File: src/rtl/slave_vldrdy_pkg.sv
// Shared types and helpers for the valid/ready sink and its future source-side twin.
package slave_vldrdy_pkg;

  typedef enum logic [1:0] {
    RDY_ALWAYS   = 2'd0,
    RDY_RANDOM   = 2'd1,
    RDY_PERIODIC = 2'd2,
    RDY_NEVER    = 2'd3
  } rdy_mode_e;

  typedef enum logic {
    CHK_IDLE = 1'b0,
    CHK_WAIT = 1'b1
  } chk_state_e;

  // Fibonacci taps for x^16 + x^14 + x^13 + x^11 + 1 (bits 15, 13, 12, 10).
  localparam int          LFSR16_W    = 16;
  localparam logic [15:0] LFSR16_TAPS = 16'hB400;

  // Increment that sticks at max instead of wrapping.
  function automatic logic [63:0] sat_inc(input logic [63:0] value, input logic [63:0] max);
    return (value >= max) ? value : value + 64'd1;
  endfunction

endpackage

File: src/rtl/lfsr_gen.sv
// Free-running Fibonacci LFSR with enable. A zero seed is replaced by 1 so the
// register can never lock up in the all-zero state.
module lfsr_gen
  import slave_vldrdy_pkg::*;
#(
  parameter int                LFSR_W = LFSR16_W,
  parameter logic [LFSR_W-1:0] SEED   = LFSR_W'(16'hACE1)
) (
  input  logic              clk,
  input  logic              rst_n,
  input  logic              en,
  output logic [LFSR_W-1:0] value
);

  localparam logic [LFSR_W-1:0] TAPS     = LFSR_W'(LFSR16_TAPS);
  localparam logic [LFSR_W-1:0] SEED_EFF = (SEED == '0) ? LFSR_W'(1) : SEED;

  // Shift left one bit per enabled cycle, feeding back the XOR of the tapped bits.
  // NOTE: sequential state uses non-blocking assignments so every flop updates from pre-edge values.
  always_ff @(posedge clk or negedge rst_n) begin
    if (!rst_n) begin
      value <= SEED_EFF;
    end else if (en) begin
      value <= {value[LFSR_W-2:0], ^(value & TAPS)};
    end
  end

endmodule

File: src/rtl/slave_vldrdy_ctrl.sv
// Valid/ready stream sink: registered backpressure generator (always / LFSR
// random / periodic / never), protocol checker and saturating statistics.
// Optional simulation logging is enabled by defining SLAVE_VLDRDY_CTRL_LOG_EN.
module slave_vldrdy_ctrl
  import slave_vldrdy_pkg::*;
#(
  parameter int          DWIDTH = 8,
  parameter int          CWIDTH = 32,
  parameter int unsigned SEED   = 32'hACE1,
  parameter int          LFSR_W = 16
) (
  input  logic              clk,
  input  logic              rst_n,
  input  logic              cfg_en,
  input  logic [1:0]        cfg_mode,
  input  logic [7:0]        cfg_thresh,
  input  logic [7:0]        cfg_period,
  input  logic              dst_val,
  output logic              dst_rdy,
  input  logic [DWIDTH-1:0] dst_data,
  output logic [CWIDTH-1:0] beat_cnt,
  output logic [CWIDTH-1:0] stall_cnt,
  output logic [CWIDTH-1:0] err_cnt,
  output logic              err_flag
);

  localparam logic [63:0] CNT_MAX = 64'((65'd1 << CWIDTH) - 65'd1);

  rdy_mode_e         mode;
  logic [LFSR_W-1:0] lfsr;
  logic [7:0]        pcnt;
  logic              rdy_d;
  chk_state_e        state_q, state_d;
  logic [DWIDTH-1:0] hold_q;
  logic              capture;
  logic              viol;
  logic              handshake;
  logic              stall;
  logic              unused_lfsr_hi;

  assign mode           = rdy_mode_e'(cfg_mode);
  assign handshake      = cfg_en && dst_val && dst_rdy;
  assign stall          = cfg_en && dst_val && !dst_rdy;
  assign unused_lfsr_hi = ^lfsr[LFSR_W-1:8];

  lfsr_gen #(
    .LFSR_W (LFSR_W),
    .SEED   (LFSR_W'(SEED))
  ) u_lfsr (
    .clk   (clk),
    .rst_n (rst_n),
    .en    (cfg_en),
    .value (lfsr)
  );

  // Next ready value from the selected mode; disabled means not ready.
  // NOTE: every signal written here gets a default first, so no path can infer a latch.
  always_comb begin
    rdy_d = 1'b0;
    if (cfg_en) begin
      unique case (mode)
        RDY_ALWAYS:   rdy_d = 1'b1;
        RDY_RANDOM:   rdy_d = (lfsr[7:0] < cfg_thresh);
        RDY_PERIODIC: rdy_d = (pcnt == 8'd0);
        RDY_NEVER:    rdy_d = 1'b0;
      endcase
    end
  end

  // Period counter 0..cfg_period; the >= compare also wraps when the period is lowered.
  always_ff @(posedge clk or negedge rst_n) begin
    if (!rst_n) begin
      pcnt <= 8'd0;
    end else if (cfg_en) begin
      pcnt <= (pcnt >= cfg_period) ? 8'd0 : pcnt + 8'd1;
    end
  end

  // Ready is registered so no input reaches it combinationally.
  always_ff @(posedge clk or negedge rst_n) begin
    if (!rst_n) begin
      dst_rdy <= 1'b0;
    end else begin
      dst_rdy <= rdy_d;
    end
  end

  // Checker next state: a stalled beat must stay valid with unchanged data until accepted.
  always_comb begin
    state_d = state_q;
    capture = 1'b0;
    viol    = 1'b0;
    if (!cfg_en) begin
      state_d = CHK_IDLE;
    end else begin
      unique case (state_q)
        CHK_IDLE: begin
          if (dst_val && !dst_rdy) begin
            capture = 1'b1;
            state_d = CHK_WAIT;
          end
        end
        CHK_WAIT: begin
          if (!dst_val) begin
            viol    = 1'b1;
            state_d = CHK_IDLE;
          end else if (dst_data != hold_q) begin
            viol    = 1'b1;
            capture = 1'b1;
          end else if (dst_rdy) begin
            state_d = CHK_IDLE;
          end
        end
      endcase
    end
  end

  // Checker state and the data snapshot of the stalled beat.
  always_ff @(posedge clk or negedge rst_n) begin
    if (!rst_n) begin
      state_q <= CHK_IDLE;
      hold_q  <= '0;
    end else begin
      state_q <= state_d;
      if (capture) begin
        hold_q <= dst_data;
      end
    end
  end

  // Saturating statistics and the sticky error flag.
  always_ff @(posedge clk or negedge rst_n) begin
    if (!rst_n) begin
      beat_cnt  <= '0;
      stall_cnt <= '0;
      err_cnt   <= '0;
      err_flag  <= 1'b0;
    end else begin
      if (handshake) beat_cnt  <= CWIDTH'(sat_inc(64'(beat_cnt), CNT_MAX));
      if (stall)     stall_cnt <= CWIDTH'(sat_inc(64'(stall_cnt), CNT_MAX));
      if (viol) begin
        err_cnt  <= CWIDTH'(sat_inc(64'(err_cnt), CNT_MAX));
        err_flag <= 1'b1;
      end
    end
  end

`ifdef SLAVE_VLDRDY_CTRL_LOG_EN
  // Log accepted beats in binary and report every violation.
  always @(posedge clk) begin
    if (rst_n) begin
      if (handshake) $display("%b", dst_data);
      if (viol) begin
        $error("%0t: beat_cnt=%0d violation: %s", $time, beat_cnt,
               dst_val ? "data changed while stalled" : "valid dropped while stalled");
      end
    end
  end
`endif

endmodule
File: config.mk
export PLATFORM = sky130hd
export DESIGN_NAME = slave_vldrdy_ctrl
export DESIGN_NICKNAME = d
export VERILOG_FILES = /design/src/rtl/slave_vldrdy_pkg.sv /design/src/rtl/lfsr_gen.sv /design/src/rtl/slave_vldrdy_ctrl.sv
export SDC_FILE = /design/constraint.sdc
export NUM_CORES = 1
export LEC_CHECK = 0
export BUFFER_PORTS_ARGS = -buffer_cell sky130_fd_sc_hd__buf_2
export CORE_ASPECT_RATIO = 0.7
export CORE_MARGIN = 2
export CORE_UTILIZATION = 56
export DETAILED_ROUTE_END_ITERATION = 8
export PLACE_DENSITY = 0.81
export SLEW_MARGIN = 20
export SYNTH_ARGS = -nofsm -noshare
export SYNTH_HDL_FRONTEND = slang
export SYNTH_HIERARCHICAL = 1
export SYNTH_SLANG_ARGS = --single-unit
export TNS_END_PERCENT = 10
File: constraint.sdc
create_clock -name clk -period 2.39 [get_ports clk]
set_clock_uncertainty 0.1 [all_clocks]
set_input_delay 0.239 -clock clk [delete_from_list [all_inputs] [get_ports clk]]
set_output_delay 0.239 -clock clk [all_outputs]
set_load 0.01 [all_outputs]
### Word-level counts from Yosys, hierarchy flattened

Index checks and enable logic that the tools add are counted.

| storage, ports and cells | value |
|---|---|
| register bits | 131 |
| input bits | 30 |
| output and inout bits | 98 |
| word-level logic and storage cells | 53 |

| cells by class | value |
|---|---|
| add/sub/neg operators | 4 |
| $lt $le $gt $ge | 5 |
| eq/ne operators | 4 |
| multiplexer cells | 16 |
| bitwise operators | 4 |
| reduce and logical (&&, ||, !) cells | 11 |

Operator list:

| operator | number |
|---|---|
| adder 32 x 1 -> 32 bit, second input constant | 3 |
| greater-or-equal comparator 32 bit, second input constant | 3 |
| parity 16 bit | 1 |
| 2-to-1 mux 1 bit | 12 |
| adder 8 x 1 -> 8 bit, second input constant | 1 |
| greater-or-equal comparator 8 bit | 1 |
| logical NOT 8 bit | 1 |
| < comparator 8 bit | 1 |
| 2-to-1 mux 8 bit | 1 |
| inequality test 8 bit | 1 |
| AND reduction 2 bit | 3 |
| equality test 2 bit, second input constant | 2 |
| logical AND 1 bit | 4 |
| inverter 1 bit | 4 |
| one-hot mux 1 bit (2 select lines) | 2 |
| one-hot mux 1 bit (4 select lines) | 1 |
| equality test 2 x 1 -> 1 bit, second input constant | 1 |
| logical NOT 2 bit | 1 |
| logical NOT 1 bit | 1 |

### Depth between registers and ports, before layout

Gate-level depths: netlist (run 1).

| depth | value |
|---|---|
| word-level depth | 6 |
| gate-level depth with buffers | 8 |

### By module

Netlist (run 1), hierarchy kept.

By module, submodules not included:

| module | times used | cells an instance | area an instance (sq um) | seq. area each (sq um) |
|---|---|---|---|---|
| slave_vldrdy_ctrl | 1 | 531 | 5938.2 | 2877.8 |
| lfsr_gen | 1 | 38 | 675.6 | 410.4 |

### Worst setup path after synthesis (run 1)

OpenSTA, ideal clock, no wires.

| path | value |
|---|---|
| path kind | register to register |
| start | register err_cnt[0] |
| end | register err_cnt[29] |
| arrival time | 1887 ps |
| path slack | 323 ps |
| stages on the path, launching flop included | 9 |
| path buffers | 1 |
| cell sequence | dfrtp_1 ha_1 and3_4 nor2b_4 and3_4 or2_1 buf_6 nor4b_4 xor2_1 |

| between the ends | value |
|---|---|
| longest elaborated chain between the ends | 3 |
| elaborated cells between the ends (all ways) | 4 |
| those cells by class | 1 x add/sub; 1 x order compare; 1 x bitwise; 1 x reduce/logical |

RTL lines:

| element | RTL line | source |
|---|---|---|
| start: declaration | slave_vldrdy_ctrl.sv:23 | `output logic [CWIDTH-1:0] err_cnt,` |
| start signal: assignment | slave_vldrdy_ctrl.sv:142 | `err_cnt <= CWIDTH'(sat_inc(64'(err_cnt), CNT_MAX));` |
| greater-or-equal comparator 32 bit | slave_vldrdy_pkg.sv:22 | `return (value >= max) ? value : value + 64'd1;` |
| inverter 1 bit (no source line) | - |  |
| AND reduction 2 bit (no source line) | - |  |

Parallel ways exist; a longest one is shown, timed or not.
A chain may end at the register's enable or synchronous reset.

### Worst setup path in the final report (run 1)

| path | value |
|---|---|
| start | register err_cnt[0] |
| end | register err_cnt[9] |

Same word-level chain as after synthesis.

==> results of run 1 <==
==> state kept, by name, indices dropped and copies added (netlist names) <==
name	flops
dst_rdy	1
err_flag	1
stall_cnt	32
state_q	1
pcnt	8
err_cnt	32
hold_q	8
beat_cnt	32
u_lfsr/value	16
==> metrics by stage <==
step           area (um^2)  power, mW
6_report              8140       6.75
5_1_grt               8140       7.06
4_1_cts               8130       6.78
3_5_place_dp          7420       4.08
3_3_place_gp          7420       4.00
2_1_floorplan         6610       3.68
==> cells in the final DEF, fill, tap and decap left out, types with 3 or more instances in the layout <==
cell and n:
sky130_fd_sc_hd__buf_2 126, sky130_fd_sc_hd__dfrtp_1 123, sky130_fd_sc_hd__xnor2_1 85, sky130_fd_sc_hd__nand2_1 43, sky130_fd_sc_hd__nand4_1 35, sky130_fd_sc_hd__nand3_1 33
sky130_fd_sc_hd__inv_1 27, sky130_fd_sc_hd__and3_1 25, sky130_fd_sc_hd__xor2_1 21, sky130_fd_sc_hd__ha_1 20, sky130_fd_sc_hd__nor2_1 18, sky130_fd_sc_hd__mux2_2 17
sky130_fd_sc_hd__clkbuf_16 17, sky130_fd_sc_hd__dlygate4sd3_1 10, sky130_fd_sc_hd__and4_1 9, sky130_fd_sc_hd__mux2_4 9, sky130_fd_sc_hd__o21ai_0 8, sky130_fd_sc_hd__a21oi_1 8
sky130_fd_sc_hd__dfstp_2 8, sky130_fd_sc_hd__buf_4 6, sky130_fd_sc_hd__nor3_1 5, sky130_fd_sc_hd__and2_1 5, sky130_fd_sc_hd__nand2b_1 4, sky130_fd_sc_hd__nor2b_1 4
sky130_fd_sc_hd__nor3_2 4, sky130_fd_sc_hd__clkinv_2 4, sky130_fd_sc_hd__a21o_1 3, sky130_fd_sc_hd__nor4_4 3, sky130_fd_sc_hd__a22o_1 3, sky130_fd_sc_hd__clkinvlp_4 3
sky130_fd_sc_hd__clkinv_4 3, sky130_fd_sc_hd__bufinv_16 3
==> power groups by stage <==
stage | sequential [mW] | clock, mW | combinational [mW]
floorplan | 2.93 | 0 | 0.756
global placement | 2.93 | 0 | 1.07
detailed placement | 2.96 | 0 | 1.12
CTS | 2.94 | 2.70 | 1.15
global route | 2.99 | 2.80 | 1.27
finish | 2.95 | 2.66 | 1.14
==> cell families after synthesis <==
kind of cell / share of synthesized area
buffers and inverters: 0.0288
AOI/OAI and AO/OA: 0.0414
adders and majority gates: 0.0378
muxes: 0.0494
xor gates and xnor gates: 0.140
DFF: 0.497
and+or+nand+nor: 0.205
==> critical path: stages (launching register included) <==
cell and delay (ns):
sky130_fd_sc_hd__dfrtp_1 0.43, sky130_fd_sc_hd__ha_1 0.24, sky130_fd_sc_hd__and3_4 0.19, sky130_fd_sc_hd__nor2b_4 0.14, sky130_fd_sc_hd__and3_4 0.18, sky130_fd_sc_hd__nor2_2 0.34, sky130_fd_sc_hd__buf_4 0.22, sky130_fd_sc_hd__nand4_1 0.12
sky130_fd_sc_hd__xnor2_1 0.15
==> worst paths after layout <==
check | from | endpoint | slack, ns
setup / recovery | err_cnt[0]$_DFFE_PN0P_ | err_cnt[9]$_DFFE_PN0P_ | 0.16
hold / removal | dst_data[2] | hold_q[2]$_DFFE_PN0P_ | 0.02
setup reg to reg | err_cnt[0]$_DFFE_PN0P_ | err_cnt[9]$_DFFE_PN0P_ | 0.16
hold reg to reg | stall_cnt[23]$_DFFE_PN0P_ | stall_cnt[23]$_DFFE_PN0P_ | 0.39
max in group asynchronous | rst_n | beat_cnt[21]$_DFFE_PN0P_ | 1.30
min in group asynchronous | rst_n | u_lfsr/value[2]$_DFFE_PN0P_ | 0.38
==> metal layers <==
metal,track usage,part of all wire
met5,0,0
met4,0.0780,0.011
met3,0.0569,0.058
met2,0.363,0.47
met1,0.319,0.46
==> timing repair <==
item / 4_1_cts / 5_1_grt
endpoints found under the hold margin: 131 / 1
hold buffers: 10 / 1
resized for setup: 0 / 3
endpoints found under the setup margin: 0 / 3
==> layout make-up <==
cell class,instances,area share
clock inverters,13,0.0195
inverters,27,0.0125
clock buffers,19,0.0557
repair buffers,143,0.0978
well taps,157,0.0241
flip-flops and latches,131,0.404
multi-input cells,402,0.386
==> results.txt, run 1 <==
The run gives 23,000 um as the wire length of the first global-routing pass. Number of buffers between clock root and the deepest sink: 2. The category of the worst setup path capture point was a flop. Across all setup checks in the final design, the least slack found is 0.158 ns. The repair_antennas step left the layout with diodes totalling 0. The standby leakage power was 4.07 nW. For the worst-skew pair, the clock arrives at the later sink with an insertion delay of 0.41 ns. Max-cap violations in this run came to 0. Setup violations remaining at the end of the flow were counted as 0. The clock-pin transition on the worst setup and hold timing paths came out at 0.06 ns. The largest total area in the synthesized netlist belongs to sky130_fd_sc_hd__dfrtp_1.

TritonCTS built the clock tree. Yosys instantiated no cell more often than sky130_fd_sc_hd__dfrtp_1. For this design the ratio of total power to cell area is 829 nW/um^2. The number of distinct library cells after synthesis is 59. Summing every instance area after synthesis gives 6610 um^2. Number of antenna violations at the first check in global routing: 0. The tools report the maximum level of the CTS H-tree as 4. From left edge to right edge, the die measures 134 um. The run finished with clean final reports.

The maximum fanout along the worst path was 11. The warning count from the yosys run was 6. The fraction of registers with async set/reset was 1.00. The average footprint of a synthesized cell is 11.6 um^2, and the growth of design area from synthesis to finish is 23.0%. By area the synthesized netlist is led by sky130_fd_sc_hd__dfrtp_1, sky130_fd_sc_hd__xnor2_1, sky130_fd_sc_hd__ha_1, sky130_fd_sc_hd__nand4_1, sky130_fd_sc_hd__dfstp_2. The worst endpoint data arrival time came out at 2.42 ns. Along the worst hold path, the cell count comes to 2. The tools report the initial cell density of the core as 0.570. The overall die area was 12,700 um^2. Counting tap cells, the placed design contains a total of 850 instances. Counting cells, the worst reg-to-reg path comes to 8. The overall die height was 94.9 um; the synthesis-stage register bit count was 131. The clock network fraction of design power is 0.395. The logic gate share of total power came out at 0.169. Counting every instance in the synthesized netlist gives 569. At the placement stage, the worst setup path has a slack of 0.188 ns. The detail route stage leaves a number of antenna-violating nets equal to 0. The tools report the synthesized net count as 619. Data on the critical path is required at its endpoint by 2.58 ns. Pin placement for this block handled 128 I/O pins. The logs give 0.701 for the final cell utilization of the core and 14,200 um for the final routed wirelength across all metal layers.

Among all flip-flop cells after synthesis, the most frequent one is sky130_fd_sc_hd__dfrtp_1. The via count came out at 4,883. The all-layer global routing usage came out at 0.232. Summed over all nets, the half-perimeter wirelength after detailed placement is 9800 um. The worst path in the final design needs a cycle of 2.23 ns, including I/O delays and setup. The register share of total power came out at 0.437. The highest achievable clock rate was 448 MHz.

The core region is 11,600 um^2. After clock tree synthesis, the setup repair step added 0 buffers. In the synthesized netlist, the cells that appear most often are sky130_fd_sc_hd__dfrtp_1, sky130_fd_sc_hd__xnor2_1, sky130_fd_sc_hd__nand2_1, sky130_fd_sc_hd__nand4_1, sky130_fd_sc_hd__nand3_1.

The count of buffers added on input and output ports is 127. Across all hold checks on the routed design, the worst slack comes to 0.0162 ns. The count of TritonRoute iterations in the first routing pass was 4; the number of remaining DRC errors was 0. Start-to-end type of the worst setup path: reg2reg.

STA classifies the critical path startpoint as a flop. The via count of the first global-routing pass is 4,655. The min-delay analysis places its worst path in the category in2reg.

Number of standard cells in the final layout excluding fillers: 892. For this block, the initial DRC count from the detailed router was 254. The sink count of the clock tree is 131.

The average wire per cell in the routed design works out to 15.9 um. At the pin with the least slew margin, the transition time is 0.685 ns. For this design the total switching power over the nets is 1.83 mW. The tools report the hold violation total from the final report as 0.

Fill cells in the final layout number 877. The max-slew violation count was 0. Clock tree synthesis selected as its root buffer the cell sky130_fd_sc_hd__clkbuf_16. Setup repair after global routing left no endpoint under its margin. The largest vdd supply drop is 471 uV, and the share of layout cells above drive strength 1 is 0.316. The remaining max-slew budget at the tightest pin came out at 0.543. Yosys mapped a number of flops with a built-in enable equal to 0.

The internal power of the cells totals 4.91 mW. For this run the aggregate overflow at the end of global routing stands at 0. Buffers inserted during clock tree synthesis total 17. For the final RePlAce weighted congestion, the log shows 0.821. The via count normalized by instance count was 5.47; the sum of negative setup slack was 0 ns. In the final design database the tool counted 772 nets.

The proportion of synthesized chip area in sequential cells was 0.497; the footprint of the multi-input gates was 3140 um^2. In the final layout, flip-flops and latches occupy 3290 um^2. The final worst-path cycle share was 0.934; the switching share of power was 0.272.

The share of Yosys cell area claimed by the top area cell type was 0.465. The tools report the maximum number of pins on one net before global-route repair as 132. The run gives 33 as the number of core rows.
Note: power is estimated with default switching activity, not from simulation.
==> run 2, diff against run 1 <==
- PLACE_DENSITY: 0.81 -> default
- PLACE_DENSITY_LB_ADDON: default -> 0.25
==> results.txt, run 2 (synthesized netlist as in run 1, its figures left out) <==
The number of maximum-capacitance constraint violations was 0 (unchanged); the standby leakage power was 4.09 nW (was 4.07 nW). Delay contributed by the slowest stage of the critical path: 0.43 ns (about the same). The final setup violation count came out at 0 (unchanged). The number of cell instances on the worst register-to-register path came out at 7 (was 8). The hold path startpoint was cfg_en (was dst_data[2]). The most common library cell in the layout ignoring fill and taps was sky130_fd_sc_hd__buf_2 (unchanged). Final worst-path cycle share: 0.941 (was 0.934). The slowest library cell on the worst path was sky130_fd_sc_hd__dfrtp_1 (unchanged). The area inside the core boundary was 11,600 um^2 (unchanged); the number of buffers between clock root and the deepest sink was 2 (unchanged).

The overall die height was 94.9 um (unchanged); the sink count of the clock tree was 131 (unchanged). The number of cells traversed by the worst hold path works out to 2 (unchanged). The power per cell area is 827 nW/um^2 (was 829 nW/um^2). The logs give 445 MHz (was 448 MHz) for the highest achievable clock rate and 13,800 um (was 14,200 um) for the final routed wirelength across all metal layers. The number of antenna violations at the first check in global routing came out at 0 (unchanged).

The startpoint of the worst-slack reg-to-reg timing path was err_cnt[0]$_DFFE_PN0P_ (unchanged). For the final hold slack, the log shows 0.0677 ns (was 0.0162 ns). The number of remaining DRC errors was 0 (unchanged); the sum of negative setup slack was 0 ns (unchanged).

The global-route congestion overflow total was 0 (unchanged). The average wire per cell in the routed design was 15.4 um (was 15.9 um). TritonCTS built the clock tree. The final period demand of the worst path came out at 2.25 ns (was 2.23 ns). The maximum fanout along the worst path was 7 (was 11); the final cell utilization of the core was 0.705 (was 0.701). The logs give 0 (unchanged) for the remaining number of nets flagged by the antenna check after routing and 50 (was 132) for the maximum number of pins on one net before global-route repair.

Leading cell types in the layout, fill and taps excluded: sky130_fd_sc_hd__buf_2, sky130_fd_sc_hd__dfrtp_1, sky130_fd_sc_hd__xnor2_1 (unchanged). For the maximum level of the CTS H-tree, the log shows 4 (unchanged). The initial cell density of the core is 0.570 (unchanged). Clock latency on the worst-skew pair: 0.42 ns (was 0.41 ns).

The number of core rows was 33 (unchanged). Worst min-delay path category: in2reg (unchanged). The count of buffers inserted at the top-level ports is 127 (unchanged), and the required time of the critical path is 2.62 ns (was 2.58 ns). The largest vdd supply drop is 578 uV (was 471 uV). The logs give 4,792 (was 4,883) for the via count and 0.563 (was 0.543) for the remaining max-slew budget at the tightest pin. The tools report the number of DRC markers after the initial detailed-route iteration as 213 (was 254). The clock-pin transition on the worst setup and hold timing paths was 0.06 ns (about the same).

All-layer global routing usage: 0.229 (was 0.232). The post-layout total power was 6.77 mW (was 6.75 mW). The wire length of the first global-routing pass came out at 22,900 um (was 23,000 um). Via count of the first global-routing pass: 4,620 (was 4,655). The count of buffer and inverter cells on the critical path works out to 0 (was 1).

Largest registers: beat_cnt x32, err_cnt x32, stall_cnt x32 (unchanged). The worst endpoint data arrival time was 2.48 ns (was 2.42 ns); the via count normalized by instance count was 5.35 (was 5.47). The number of top-level pins is 128 (unchanged), and the final RePlAce weighted congestion is 0.830 (was 0.821). The count of fill cells added during filler insertion is 857 (was 877), and the count of TritonRoute iterations in the first routing pass is 5 (was 4). The flow ran to the end, and the final reports show no timing, DRC or antenna violations. The transition time of the tightest slew-check pin was 0.655 ns (was 0.685 ns). The clock buffer count from CTS was 17 (unchanged); the hold violation total from the final report was 0 (unchanged). For the post-route standard cell area excluding fillers, the log shows 8180 um^2 (was 8140 um^2). The cell seen most often among critical-path stages is sky130_fd_sc_hd__and3_4 (unchanged). The category of the worst setup path capture point was a flop (unchanged). The die width came out at 134 um (unchanged). The start-to-end type of the worst setup path is reg2reg (unchanged). Hold path endpoint: pcnt[5]$_DFFE_PN0P_ (was hold_q[2]$_DFFE_PN0P_). The tools report the root buffer selected by CTS as sky130_fd_sc_hd__clkbuf_16 (unchanged).

The share of layout cells above drive strength 1 works out to 0.313 (was 0.316). Critical Path, Cell by Cell: ha_1 > and3_4 > nor2b_4 > and3_4 > or2_1 > nor4b_4 > xor2_1 (was ha_1 > and3_4 > nor2b_4 > and3_4 > nor2_2 > buf_4 > nand4_1 > xnor2_1). For the max-slew violation count, the log shows 0 (unchanged).

The cell class contributing the biggest share of worst-path delay was simple AND/OR/NAND/NOR gates (unchanged). For the post-place instance area, the log shows 7440 um^2 (was 7420 um^2). Setup repair after global routing left no endpoint under its margin.

The layout net count is 775 (was 772). The tools report the startpoint type of the worst setup path as a flop (unchanged). The tools report the post-CTS repair timing setup buffer count as 0 (unchanged). The count of inserted antenna diode cells was 0 (unchanged); the detailed-placement wirelength estimate was 9960 um (was 9800 um).

For the overall die area, the log shows 12,700 um^2 (unchanged). The worst-case register-to-register setup slack came out at 0.14 ns (was 0.16 ns). The end of the worst register-to-register path was err_cnt[29]$_DFFE_PN0P_ (was err_cnt[9]$_DFFE_PN0P_).

The growth of design area from synthesis to finish was 23.7% (was 23.0%).
## run 2: power by group
part / total [mW] / internal, mW / leakage, nW / switching, mW
Combinational: 1.12 / 0.629 / 2.08 / 0.489
Clock: 2.73 / 1.77 / 0.299 / 0.959
Sequential: 2.92 / 2.59 / 1.70 / 0.331
## run 2: worst max path at each step
stage                                  startpoint                       to  slack [ns]  cells past startpoint
final                      err_cnt[0]$_DFFE_PN0P_  err_cnt[29]$_DFFE_PN0P_        0.14                      7
after global routing      err_cnt[11]$_DFFE_PN0P_  err_cnt[11]$_DFFE_PN0P_        0.05                      6
after CTS                  err_cnt[0]$_DFFE_PN0P_  err_cnt[29]$_DFFE_PN0P_        0.14                      7
after detailed placement   err_cnt[0]$_DFFE_PN0P_  err_cnt[29]$_DFFE_PN0P_        0.16                      7
after global placement     err_cnt[0]$_DFFE_PN0P_  err_cnt[29]$_DFFE_PN0P_        0.25                      7
after floorplan            err_cnt[0]$_DFFE_PN0P_  err_cnt[29]$_DFFE_PN0P_        0.32                      8
## run 2: through the flow
stage,worst slack [ns],std cells
2_1_floorplan,0.323,569
3_3_place_gp,0.245,852
3_5_place_dp,0.163,852
4_1_cts,0.137,895
5_1_grt,0.0517,895
6_report,0.142,895
## run 2: layer usage
| metal | track usage | wire length, um |
|---|---|---|
| met5 | 0 | 0 |
| met4 | 0.0647 | 93 |
| met3 | 0.0692 | 710 |
| met2 | 0.350 | 6360 |
| met1 | 0.320 | 6590 |
## run 2: repair_timing
action / 4_1_cts / 5_1_grt
hold buffers: 11 / 0
hold endpoints to repair: 47 / 0
gates resized for setup: 0 / 0
## run 2: worst register-to-register path, stage by stage (launching register included)
cell	delay, ns
sky130_fd_sc_hd__dfrtp_1	0.43
sky130_fd_sc_hd__ha_1	0.24
sky130_fd_sc_hd__and3_4	0.19
sky130_fd_sc_hd__nor2b_4	0.14
sky130_fd_sc_hd__and3_4	0.18
sky130_fd_sc_hd__or2_1	0.38
sky130_fd_sc_hd__nor4b_4	0.33
sky130_fd_sc_hd__xor2_1	0.18
## run 2: layout make-up
cell class / instances / area [um^2] / area share
clock buffer: 19 / 443 / 0.0541
clock inverter: 13 / 184 / 0.0225
inverter: 27 / 101 / 0.0124
multi-input combinational: 402 / 3140 / 0.383
sequential: 131 / 3290 / 0.402
tap: 157 / 196 / 0.0240
timing repair buffer: 146 / 833 / 0.102
